==> config.mk <==
export PLATFORM = sky130hd
export DESIGN_NAME = ofdm_bit_source_flat
export DESIGN_NICKNAME = d
export VERILOG_FILES = /design/src/rtl/ofdm_bit_source_if.sv /design/src/rtl/ofdm_bit_source.sv /design/src/flat_wrapper.sv
export SDC_FILE = /design/constraint.sdc
export NUM_CORES = 1
export LEC_CHECK = 0
export CORE_UTILIZATION = 61
export DETAILED_ROUTE_END_ITERATION = 12
export HOLD_SLACK_MARGIN = 0.15
export PLACE_DENSITY = 0.8
export RECOVER_POWER = 25
export SLEW_MARGIN = 30
export SYNTH_ARGS = -nofsm -noshare
export SYNTH_HDL_FRONTEND = slang
export SYNTH_SLANG_ARGS = --single-unit
==> constraint.sdc <==
create_clock -name clk -period 5.7 [get_ports clk]
set_input_delay 1.14 -clock clk [delete_from_list [all_inputs] [get_ports clk]]
set_output_delay 1.14 -clock clk [all_outputs]
set_load 0.03 [all_outputs]
==> src/rtl/ofdm_bit_source_if.sv <==
// Parallel word handshake into the OFDM bit source (valid/ready).
interface ofdm_bit_source_if #(
  parameter int WIDTH = 4
);
  logic [WIDTH-1:0] s_data;
  logic             s_valid;
  logic             s_ready;

  modport master (output s_data, output s_valid, input  s_ready);
  modport slave  (input  s_data, input  s_valid, output s_ready);
endinterface

==> src/rtl/ofdm_bit_source.sv <==
// OFDM bit source: buffers WIDTH-bit words in a FIFO and serializes them
// LSB-first at one bit per DIV clocks. The stream never stalls; an empty
// FIFO at a word boundary yields an idle word (zeros, or a replay of the
// last real word when OFDM_BIT_SOURCE_IDLE_REPEAT_EN is defined).
module ofdm_bit_source #(
  parameter int WIDTH      = 4,
  parameter int FIFO_DEPTH = 8,
  parameter int DIV        = 2
) (
  input  logic                        clk,
  input  logic                        reset,
  ofdm_bit_source_if.slave            s,
  output logic                        bit_out,
  output logic                        bit_strobe,
  output logic                        sym_start,
  output logic                        bit_active,
  output logic                        underrun,
  output logic [$clog2(FIFO_DEPTH):0] fifo_level
);
  localparam int PW = $clog2(FIFO_DEPTH);
  localparam int IW = $clog2(WIDTH);
  localparam int DW = (DIV > 1) ? $clog2(DIV) : 1;

  logic [WIDTH-1:0] mem_q [FIFO_DEPTH];
  logic [PW-1:0]    wr_ptr_q, rd_ptr_q;
  logic [PW:0]      level_q, level_d;
  logic [DW-1:0]    div_cnt_q, div_cnt_d;
  logic [IW-1:0]    bit_idx_q, bit_idx_d;
  logic [WIDTH-1:0] shreg_q, shreg_d, src, idle_word;
  logic             bit_out_q, bit_out_d, bit_active_q, bit_active_d;
  logic             bit_strobe_q, sym_start_q, underrun_q;
  logic             tick, boundary, wr, pop;

  assign tick     = (div_cnt_q == DW'(DIV - 1));
  assign boundary = tick && (bit_idx_q == '0);
  assign s.s_ready = (level_q != (PW+1)'(FIFO_DEPTH));
  assign wr       = s.s_valid && s.s_ready;
  // No fall-through: only words already stored (level_q) can be popped.
  assign pop      = boundary && (level_q != '0);

`ifdef OFDM_BIT_SOURCE_IDLE_REPEAT_EN
  logic [WIDTH-1:0] last_word_q;
  assign idle_word = last_word_q;

  // Remember the most recent boundary word so idle boundaries can replay it.
  always_ff @(posedge clk) begin
    if (reset)         last_word_q <= '0;
    else if (boundary) last_word_q <= src;
  end
`else
  assign idle_word = '0;
`endif

  // Next-state for divider, FIFO level and serializer.
  always_comb begin
    div_cnt_d    = tick ? '0 : div_cnt_q + DW'(1);
    level_d      = level_q + (PW+1)'(wr) - (PW+1)'(pop);
    src          = pop ? mem_q[rd_ptr_q] : idle_word;
    bit_idx_d    = bit_idx_q;
    shreg_d      = shreg_q;
    bit_out_d    = bit_out_q;
    bit_active_d = bit_active_q;
    if (boundary) begin
      bit_out_d    = src[0];
      shreg_d      = src >> 1;
      bit_active_d = pop;
      bit_idx_d    = IW'(1);
    end else if (tick) begin
      bit_out_d    = shreg_q[0];
      shreg_d      = shreg_q >> 1;
      bit_idx_d    = (bit_idx_q == IW'(WIDTH - 1)) ? '0 : bit_idx_q + IW'(1);
    end
  end

  // FIFO storage; pointers carry the reset, so the array needs none.
  always_ff @(posedge clk) begin
    if (wr) mem_q[wr_ptr_q] <= s.s_data;
  end

  // State registers; strobe/sym_start/underrun are one-cycle pulses after a tick.
  always_ff @(posedge clk) begin
    if (reset) begin
      wr_ptr_q     <= '0;
      rd_ptr_q     <= '0;
      level_q      <= '0;
      div_cnt_q    <= '0;
      bit_idx_q    <= '0;
      shreg_q      <= '0;
      bit_out_q    <= 1'b0;
      bit_active_q <= 1'b0;
      bit_strobe_q <= 1'b0;
      sym_start_q  <= 1'b0;
      underrun_q   <= 1'b0;
    end else begin
      if (wr)  wr_ptr_q <= wr_ptr_q + PW'(1);
      if (pop) rd_ptr_q <= rd_ptr_q + PW'(1);
      level_q      <= level_d;
      div_cnt_q    <= div_cnt_d;
      bit_idx_q    <= bit_idx_d;
      shreg_q      <= shreg_d;
      bit_out_q    <= bit_out_d;
      bit_active_q <= bit_active_d;
      bit_strobe_q <= tick;
      sym_start_q  <= boundary;
      underrun_q   <= boundary && !pop;
    end
  end

  assign bit_out    = bit_out_q;
  assign bit_strobe = bit_strobe_q;
  assign sym_start  = sym_start_q;
  assign bit_active = bit_active_q;
  assign underrun   = underrun_q;
  assign fifo_level = level_q;
endmodule
==> src/flat_wrapper.sv <==
// flat-port wrapper written by rule: the top's interface ports become plain ports
module ofdm_bit_source_flat 
#(
  parameter int WIDTH      = 4,
  parameter int FIFO_DEPTH = 8,
  parameter int DIV        = 2
)
  (clk, reset, bit_out, bit_strobe, sym_start, bit_active, underrun, fifo_level, s_s_data, s_s_valid, s_s_ready);
  ofdm_bit_source_if #(.WIDTH(WIDTH)) s_i ();
  input  logic clk;
  input  logic reset;
  output logic bit_out;
  output logic bit_strobe;
  output logic sym_start;
  output logic bit_active;
  output logic underrun;
  output logic [$clog2(FIFO_DEPTH):0] fifo_level;
  input wire logic [$bits(s_i.s_data)-1:0] s_s_data;
  input wire logic [$bits(s_i.s_valid)-1:0] s_s_valid;
  output wire logic [$bits(s_i.s_ready)-1:0] s_s_ready;
  assign s_i.s_data = s_s_data;
  assign s_i.s_valid = s_s_valid;
  assign s_s_ready = s_i.s_ready;
  ofdm_bit_source #(.WIDTH(WIDTH), .FIFO_DEPTH(FIFO_DEPTH), .DIV(DIV)) u_core (.clk(clk), .reset(reset), .s(s_i), .bit_out(bit_out), .bit_strobe(bit_strobe), .sym_start(sym_start), .bit_active(bit_active), .underrun(underrun), .fifo_level(fifo_level));
endmodule
== Word-level counts from Yosys, hierarchy flattened ==
Memories as Yosys holds them, arrays and structs flattened. A register that Yosys moved wholly into a read port is not among the register bits.
Index checks and enable logic that the tools add are counted.

* Flip-flop bits (word level): 21
* RAM bits: 32
* Memories kept: 1

{| class="wikitable"
|+ Memories
! name !! words !! width !! read ports !! clocked after Yosys merged registers in !! write ports !! line !! RTL
|-
| u_core.mem_q || 8 || 4 || 1 || 1 || 1 || ofdm_bit_source.sv:24 || <nowiki>logic [WIDTH-1:0] mem_q [FIFO_DEPTH];</nowiki>
|}

* Add/subtract/negate cells: 6
* Equal/unequal tests: 2
* Multiplexer cells: 12
* Reduce and logical (&&, ||, !) cells: 10

{| class="wikitable"
|+ Operators with widths
! operator !! count
|-
| two-way mux 3 bit || 4
|-
| adder 3 x 1 -> 3 bit, second input constant || 2
|-
| two-way mux 1 bit || 6
|-
| adder 4 x 1 -> 4 bit || 1
|-
| logical AND 1 bit || 4
|-
| two-way mux 4 bit || 1
|-
| inequality test 4 bit, second input constant || 1
|-
| nonzero test 4 bit || 1
|-
| OR reduction 2 bit || 2
|-
| subtractor 4 x 1 -> 4 bit || 1
|-
| adder 2 x 1 -> 2 bit, second input constant || 1
|-
| == test 2 bit, second input constant || 1
|-
| zero test 2 bit || 1
|-
| two-way mux 2 bit || 1
|-
| nonzero test 2 bit || 1
|-
| adder 1 bit, second input constant || 1
|-
| zero test 1 bit || 1
|}

== Logic depth before layout (Yosys ltp) ==
Gate-level depths: netlist (run 1).

* Word-level depth: 5
* Depth in mapped cells: 11

== Least setup slack after synthesis (run 1) ==
No wires, ideal clock.

* Path kind: register to output
* Start: reg u_core.level_q[3] (netlist: u_core.fifo_level[3])
* End: out s_s_ready
* Arrival time: 1211 ps
* Data required time: 4560 ps
* Slack: 3349 ps
* Stages on the path, launching flop included: 4
* Cell sequence: dfxtp_1 -> ha_1 -> or3b_1 -> buf_2

* Longest elaborated chain between the ends: 1

{| class="wikitable"
|+ RTL lines
! what !! line !! RTL
|-
| start: declaration || ofdm_bit_source.sv:26 || <nowiki>logic [PW:0] level_q, level_d;</nowiki>
|-
| start signal: assignment || ofdm_bit_source.sv:97 || <nowiki>level_q <= level_d;</nowiki>
|-
| inequality test 4 bit || ofdm_bit_source.sv:36 || <nowiki>assign s.s_ready = (level_q != (PW+1)'(FIFO_DEPTH));</nowiki>
|-
| end: declaration || flat_wrapper.sv:20 || <nowiki>output wire logic [$bits(s_i.s_ready)-1:0] s_s_ready;</nowiki>
|}

Every way passes these cells.

== Worst setup path in the final report (run 1) ==
* Start: reg u_core.level_q[2] (netlist: u_core.fifo_level[2])
* End: out s_s_ready

The elaborated chain is that of the path after synthesis.

==> impl_metrics.tcl, run 1 <==
set metrics [dict create \
    status "finished, final reports clean" \
    crit_slowest_cell "clkdlybuf4s50_1" \
    grt_pass1_vias 1415 \
    gp_congestion 0.8255 \
    start_kind "register" \
    syn_avg_cell_area_um2 12.11 \
    clockBufferDepth 2 \
    antenna_found_initial 0 \
    cts-resized-gates 0 \
    drt_pass1_iterations 4 \
    start_util 0.6634 \
    dr_total_vias 1418 \
    htree_levels 2 \
    globalRouteTotalUtil 0.2158 \
    remaining_drc_errors 0 \
    clk_latency_ps 300 \
    syn_inst 190 \
    clock_power_share 0.213 \
    synth.distinct_cells 33 \
    cts_root_buf "clkbuf_8" \
    power_leakage_nw 0.8945 \
    path_max_fanout 5 \
    crit_buf_inv 2 \
    numCtsBuffers 5 \
    ys_warn_count 0 \
    die_h_um 63.42 \
    synthArstFlopShare 0 \
    max-slew-margin-rel 0.4336 \
    yosysSeqAreaShare 0.6264 \
    core_area_mm2 0.003468 \
    cp_slowest_stage_delay_ps 630 \
    min_period_ps 3077 \
    synthToLayoutAreaGrowth_pct 11.53 \
    holdBufCountCts 0 \
    fp-row-count 21 \
    p_sw_frac 0.3150 \
    finClkSkew_ps 7.844 \
    critPathKind "register to output port" \
    die_w_um 63.42 \
    hold_class "register to register" \
    ir_worst_vdd_uv 280.9 \
    cp_data_required_time_ps 4560 \
    synth_fp_nets 207 \
    fin_crit_sh 0.5398 \
    nNetsFinal 224 \
    drtAntennaViolNets 0 \
    crit_chain "inv_1 > ha_1 > or3b_1 > clkdlybuf4s50_1" \
    p_total_uw 986.1 \
    fmax_mhz 325.0 \
    synthFlopType "edfxtp_1" \
    ios 17 \
    crit_arrival_ps 1940 \
    p_int_uw 675.5 \
    viasPerCell 5.583 \
    dpl-instance-area_mm2 0.002476 \
    synth_edf_count 32 \
    final-max-slew-violation-count 0 \
    p_seq_frac 0.516 \
    fin_setup_tns_ps 0 \
    hpwl_um 2840 \
    cts_tree "yes" \
    cts_setup_buffers 0 \
    ys_seq_elements 56 \
    power_frac_comb 0.271 \
    tightest_slew_ps 848.5 \
    clock-sinks 56 \
    finalSetupViolations 0 \
    fin_area_mm2 0.002566 \
    grt_pass1_wl_um 6382 \
    grt_max_degree 24 \
    drt_first_iter_violations 112 \
    switchingPower_uw 310.6 \
    cap_violations 0 \
    port-buffer-count 16 \
    wl_um 3844 \
    hold_viol_final 0 \
    routedWlPerCell_um 15.13 \
    die_area_mm2 0.004021 \
    grt.overflow.total 0 \
    worst_setup_hold_path_clk_slew_ps 100 \
    n_antenna_cell 0 \
    p_per_area_mw_per_mm2 384.3 \
    rsz0062_at_grt "false" \
    end_kind "output port" \
    synth_area_mm2 0.002301 \
    cp_top_family "buffers and inverters" \
    drive_above_1_share 0.06250 \
]
synth_stat cells (7+ instances only):
cell type	n	area, um2
inv_1	9	33.78
edfxtp_1	32	960.9
mux2i_1	15	150.1
dfxtp_1	24	480.5
nand3_1	7	35.03
ha_1	9	112.6
a21oi_1	8	40.04
nand2_1	16	60.06
nor2_1	30	112.6
metal layers:
layer  track usage  share of wire  wire [um]
met5             0              0          0
met4       0.06534          0.014         55
met3       0.05435          0.052        200
met2        0.3590           0.51       1975
met1        0.2770           0.42       1614
state kept, by name (all words and copies together) (netlist names), named ones only:
name	count
u_core.fifo_level	4
u_core.shreg_q	3
u_core.mem_q	32
u_core.div_cnt_q	1
u_core.wr_ptr_q	3
u_core.underrun	1
u_core.rd_ptr_q	3
u_core.bit_active	1
u_core.bit_idx_q	2
u_core.sym_start	1
u_core.bit_strobe	1
u_core.bit_out	1
cell families after synthesis:
logic type / synth area share
buf+inv: 0.03317
mux: 0.07504
flops: 0.6264
xor+xnor: 0.01904
simple gates: 0.1446
compound gates: 0.04405
fa+ha+maj: 0.05764
final cells by class:
type                    instances  area (um2)
clock buffers                   5       68.82
clock inverters                 3       21.27
fillers                       246       902.1
inverters                       9       33.78
multi-input cells             119       783.3
flip-flops and latches         56        1441
well taps                      46       57.56
repair buffers                 16       160.2
layout by cell type, fill, tap and decap left out, types with 2 or more instances in the layout:
cell type,Yosys,layout
clkbuf_8,0,5
xor2_1,2,2
o21ai_0,3,3
inv_1,9,9
edfxtp_1,32,32
xnor2_1,3,3
dlygate4sd3_1,0,3
nor2_1,30,30
ha_1,9,9
nand4_1,3,3
dfxtp_1,24,24
nand2_1,16,16
mux2i_1,15,15
clkdlybuf4s50_1,0,13
nand2b_1,2,2
a22oi_1,3,3
a21oi_1,8,8
nor3_1,3,3
nand3_1,7,7
nor2b_1,3,3
power groups by stage:
stage | combinational, mW | clock, mW | sequential (mW)
after floorplan | 0.178 | 0 | 0.529
after global placement | 0.254 | 0 | 0.515
after detailed placement | 0.267 | 0 | 0.518
after CTS | 0.269 | 0.214 | 0.509
after global routing | 0.298 | 0.232 | 0.515
final | 0.268 | 0.210 | 0.508
worst register-to-register path: stages, from the launching register on:
cell,delay (ps)
dfxtp_1,350
inv_1,60
ha_1,260
nand2_1,200
nor3_1,320
inv_1,110
nand2_1,80
ha_1,150
inv_1,60
fa_1,380
xor2_1,150
nor2_1,60
path summary, 6_finish.rpt:
| check | from | to | slack (ps) | cells past startpoint |
|---|---|---|---|---|
| max | u_core.fifo_level[2] | s_s_ready | 2620 | 4 |
| max reg2reg | u_core.bit_idx_q[0] | u_core.fifo_level[2] | 3370 | 11 |
| min reg2reg | u_core.shreg_q[2] | u_core.shreg_q[2] | 470 | 2 |
| min | u_core.shreg_q[2] | u_core.shreg_q[2] | 470 | 2 |
stage by stage:
stage | setup WS (ps) | hold WS, ps | util | instances
after floorplan | 3349 | 422.5 | - | 190
after global placement | 2961 | 441.2 | 0.7139 | 246
after detailed placement | 2888 | 455.3 | 0.7139 | 246
after CTS | 2609 | 470.0 | 0.7399 | 254
after global routing | 2536 | 489.6 | 0.7399 | 254
final | 2623 | 474.1 | 0.7399 | 254
Power figures use the tool's default switching activity.
==> inputs of run 2 (changes only) <==
--- a/config.mk
+++ b/config.mk
@@ -5,10 +5,10 @@
 export SDC_FILE = /design/constraint.sdc
 export NUM_CORES = 1
 export LEC_CHECK = 0
-export CORE_UTILIZATION = 61
+export CORE_UTILIZATION = 51
 export DETAILED_ROUTE_END_ITERATION = 12
 export HOLD_SLACK_MARGIN = 0.15
-export PLACE_DENSITY = 0.8
+export PLACE_DENSITY = 0.71
 export RECOVER_POWER = 25
 export SLEW_MARGIN = 30
 export SYNTH_ARGS = -nofsm -noshare
==> constraint.sdc (replaced) <==
create_clock -name clk -period 2.8 [get_ports clk]
set_input_delay 0.56 -clock clk [delete_from_list [all_inputs] [get_ports clk]]
set_output_delay 0.56 -clock clk [all_outputs]
set_load 0.03 [all_outputs]
==> impl_metrics.tcl, run 2 (same netlist as run 1, synthesis figures left out) <==
set metrics [dict create \
    gp_congestion 0.7885 \
    cp_data_required_time_ps 2240 \
    start_kind "register" \
    clockBufferDepth 2 \
    largest_reg_flops 32 \
    cts_tree "yes" \
    p_per_area_mw_per_mm2 774.4 \
    grt_util_met2 0.2988 \
    numCtsBuffers 5 \
    critPathKind "register to output port" \
    fp-row-count 24 \
    antenna_found_initial 0 \
    cap_violations 0 \
    largest-register "u_core.mem_q" \
    finalSetupViolations 0 \
    die_h_um 69.17 \
    htree_levels 2 \
    dpl.cell_count 254 \
    regToRegSetupSlack_ps 490 \
    mostFrequentLayoutCell "edfxtp_1" \
    min_period_ps 2504 \
    nNetsFinal 226 \
    power_leakage_nw 0.8989 \
    dr_total_vias 1435 \
    fin_setup_tns_ps 0 \
    max-slew-margin-rel 0.5922 \
    hold_class "register to register" \
    worst_setup_hold_path_clk_slew_ps 90 \
    worst_r2r_path_depth 11 \
    hold_depth 2 \
    end_kind "output port" \
    clock-sinks 56 \
    clk_latency_ps 300 \
    tightest_slew_ps 607.1 \
    n_antenna_cell 0 \
    use_met1 0.2250 \
    holdBufCountCts 0 \
    drtAntennaViolNets 0 \
    final-max-slew-violation-count 0 \
    hpwl_um 2916 \
    cts_setup_buffers 0 \
    reg2reg_to "u_core.fifo_level[2]" \
    start_util 0.5284 \
    globalRouteTotalUtil 0.1772 \
    viasPerCell 5.477 \
    drive_above_1_share 0.06190 \
    hold_start "u_core.shreg_q[2]" \
    reg2reg_from "u_core.bit_idx_q[0]" \
    die_w_um 69.17 \
    path_max_fanout 5 \
    core_area_mm2 0.004354 \
    synthToLayoutAreaGrowth_pct 12.24 \
    fin_crit_sh 0.8944 \
    use_met3 0.04651 \
    fmax_mhz 399.3 \
    ios 17 \
    grt_max_degree 23 \
    die_area_mm2 0.004784 \
    crit_arrival_ps 1940 \
    hold_viol_final 0 \
    finalNonFillerCells 262 \
    grt_pass1_vias 1427 \
    remaining_drc_errors 0 \
    routedWlPerCell_um 15.11 \
    drt_first_iter_violations 46 \
    port-buffer-count 16 \
    grt-busiest-layer "met2" \
    cts-resized-gates 0 \
    wl_um 3960 \
    drt_pass1_iterations 4 \
    hold_end "u_core.shreg_q[2]" \
    grt.overflow.total 0 \
    status "finished, final reports clean" \
    finClkSkew_ps 8.630 \
    rsz0062_at_grt "false" \
    cts_root_buf "clkbuf_8" \
    mostFrequentLayoutCells "edfxtp_1, nor2_1, dfxtp_1" \
    grt_pass1_wl_um 6617 \
    ir_worst_vdd_uv 473.9 \
]
==> run 2: stage by stage <==
stage          power [mW]  area (um2)  hold WS [ps]  utilization  setup WS [ps]
2_1_floorplan       1.438        2301         422.5            -          519.5
3_3_place_gp        1.569        2499         444.2       0.5739          655.3
3_5_place_dp        1.603        2499         450.0       0.5739          490.9
4_1_cts             2.012        2582         465.0       0.5931          283.2
5_1_grt             2.121        2582         508.4       0.5931          161.2
6_report            2.000        2582         463.8       0.5931          295.6
==> run 2: critical path, cell delays in order, from the launching register on <==
cell,delay [ps]
dfxtp_1,330
inv_1,100
ha_1,140
or3b_1,440
clkdlybuf4s50_1,640
==> run 2: final cells by class <==
cell class	instances	area [um2]
clock buffer	6	72.57
clock inverter	2	11.26
fill	355	1772
inverter	9	33.78
multi-input combinational	119	783.3
sequential	56	1441
tap	52	65.06
timing repair buffer	18	175.2
==> run 2: power by group <==
group	switching [mW]	internal, mW
logic	0.303	0.252
registers	0.0721	0.950
clock network	0.249	0.174
total	0.624	1.38
==> run 2: worst max path at each step <==
| stage | startpoint | to | slack, ps | cells after the start |
|---|---|---|---|---|
| after floorplan | u_core.fifo_level[2] | u_core.fifo_level[2] | 520 | 11 |
| after global placement | u_core.fifo_level[2] | s_s_ready | 660 | 4 |
| after detailed placement | u_core.bit_idx_q[0] | u_core.fifo_level[2] | 490 | 11 |
| after CTS | u_core.fifo_level[2] | s_s_ready | 280 | 4 |
| after global routing | u_core.bit_idx_q[0] | u_core.fifo_level[2] | 160 | 11 |
| final | u_core.fifo_level[2] | s_s_ready | 300 | 4 |
==> run 2: layer usage <==
layer | up-vias | part of all wire
li1 | 700 | -
met1 | 701 | 0.45
met2 | 25 | 0.51
met3 | 9 | 0.031
met4 | 0 | 0.018
met5 | - | 0
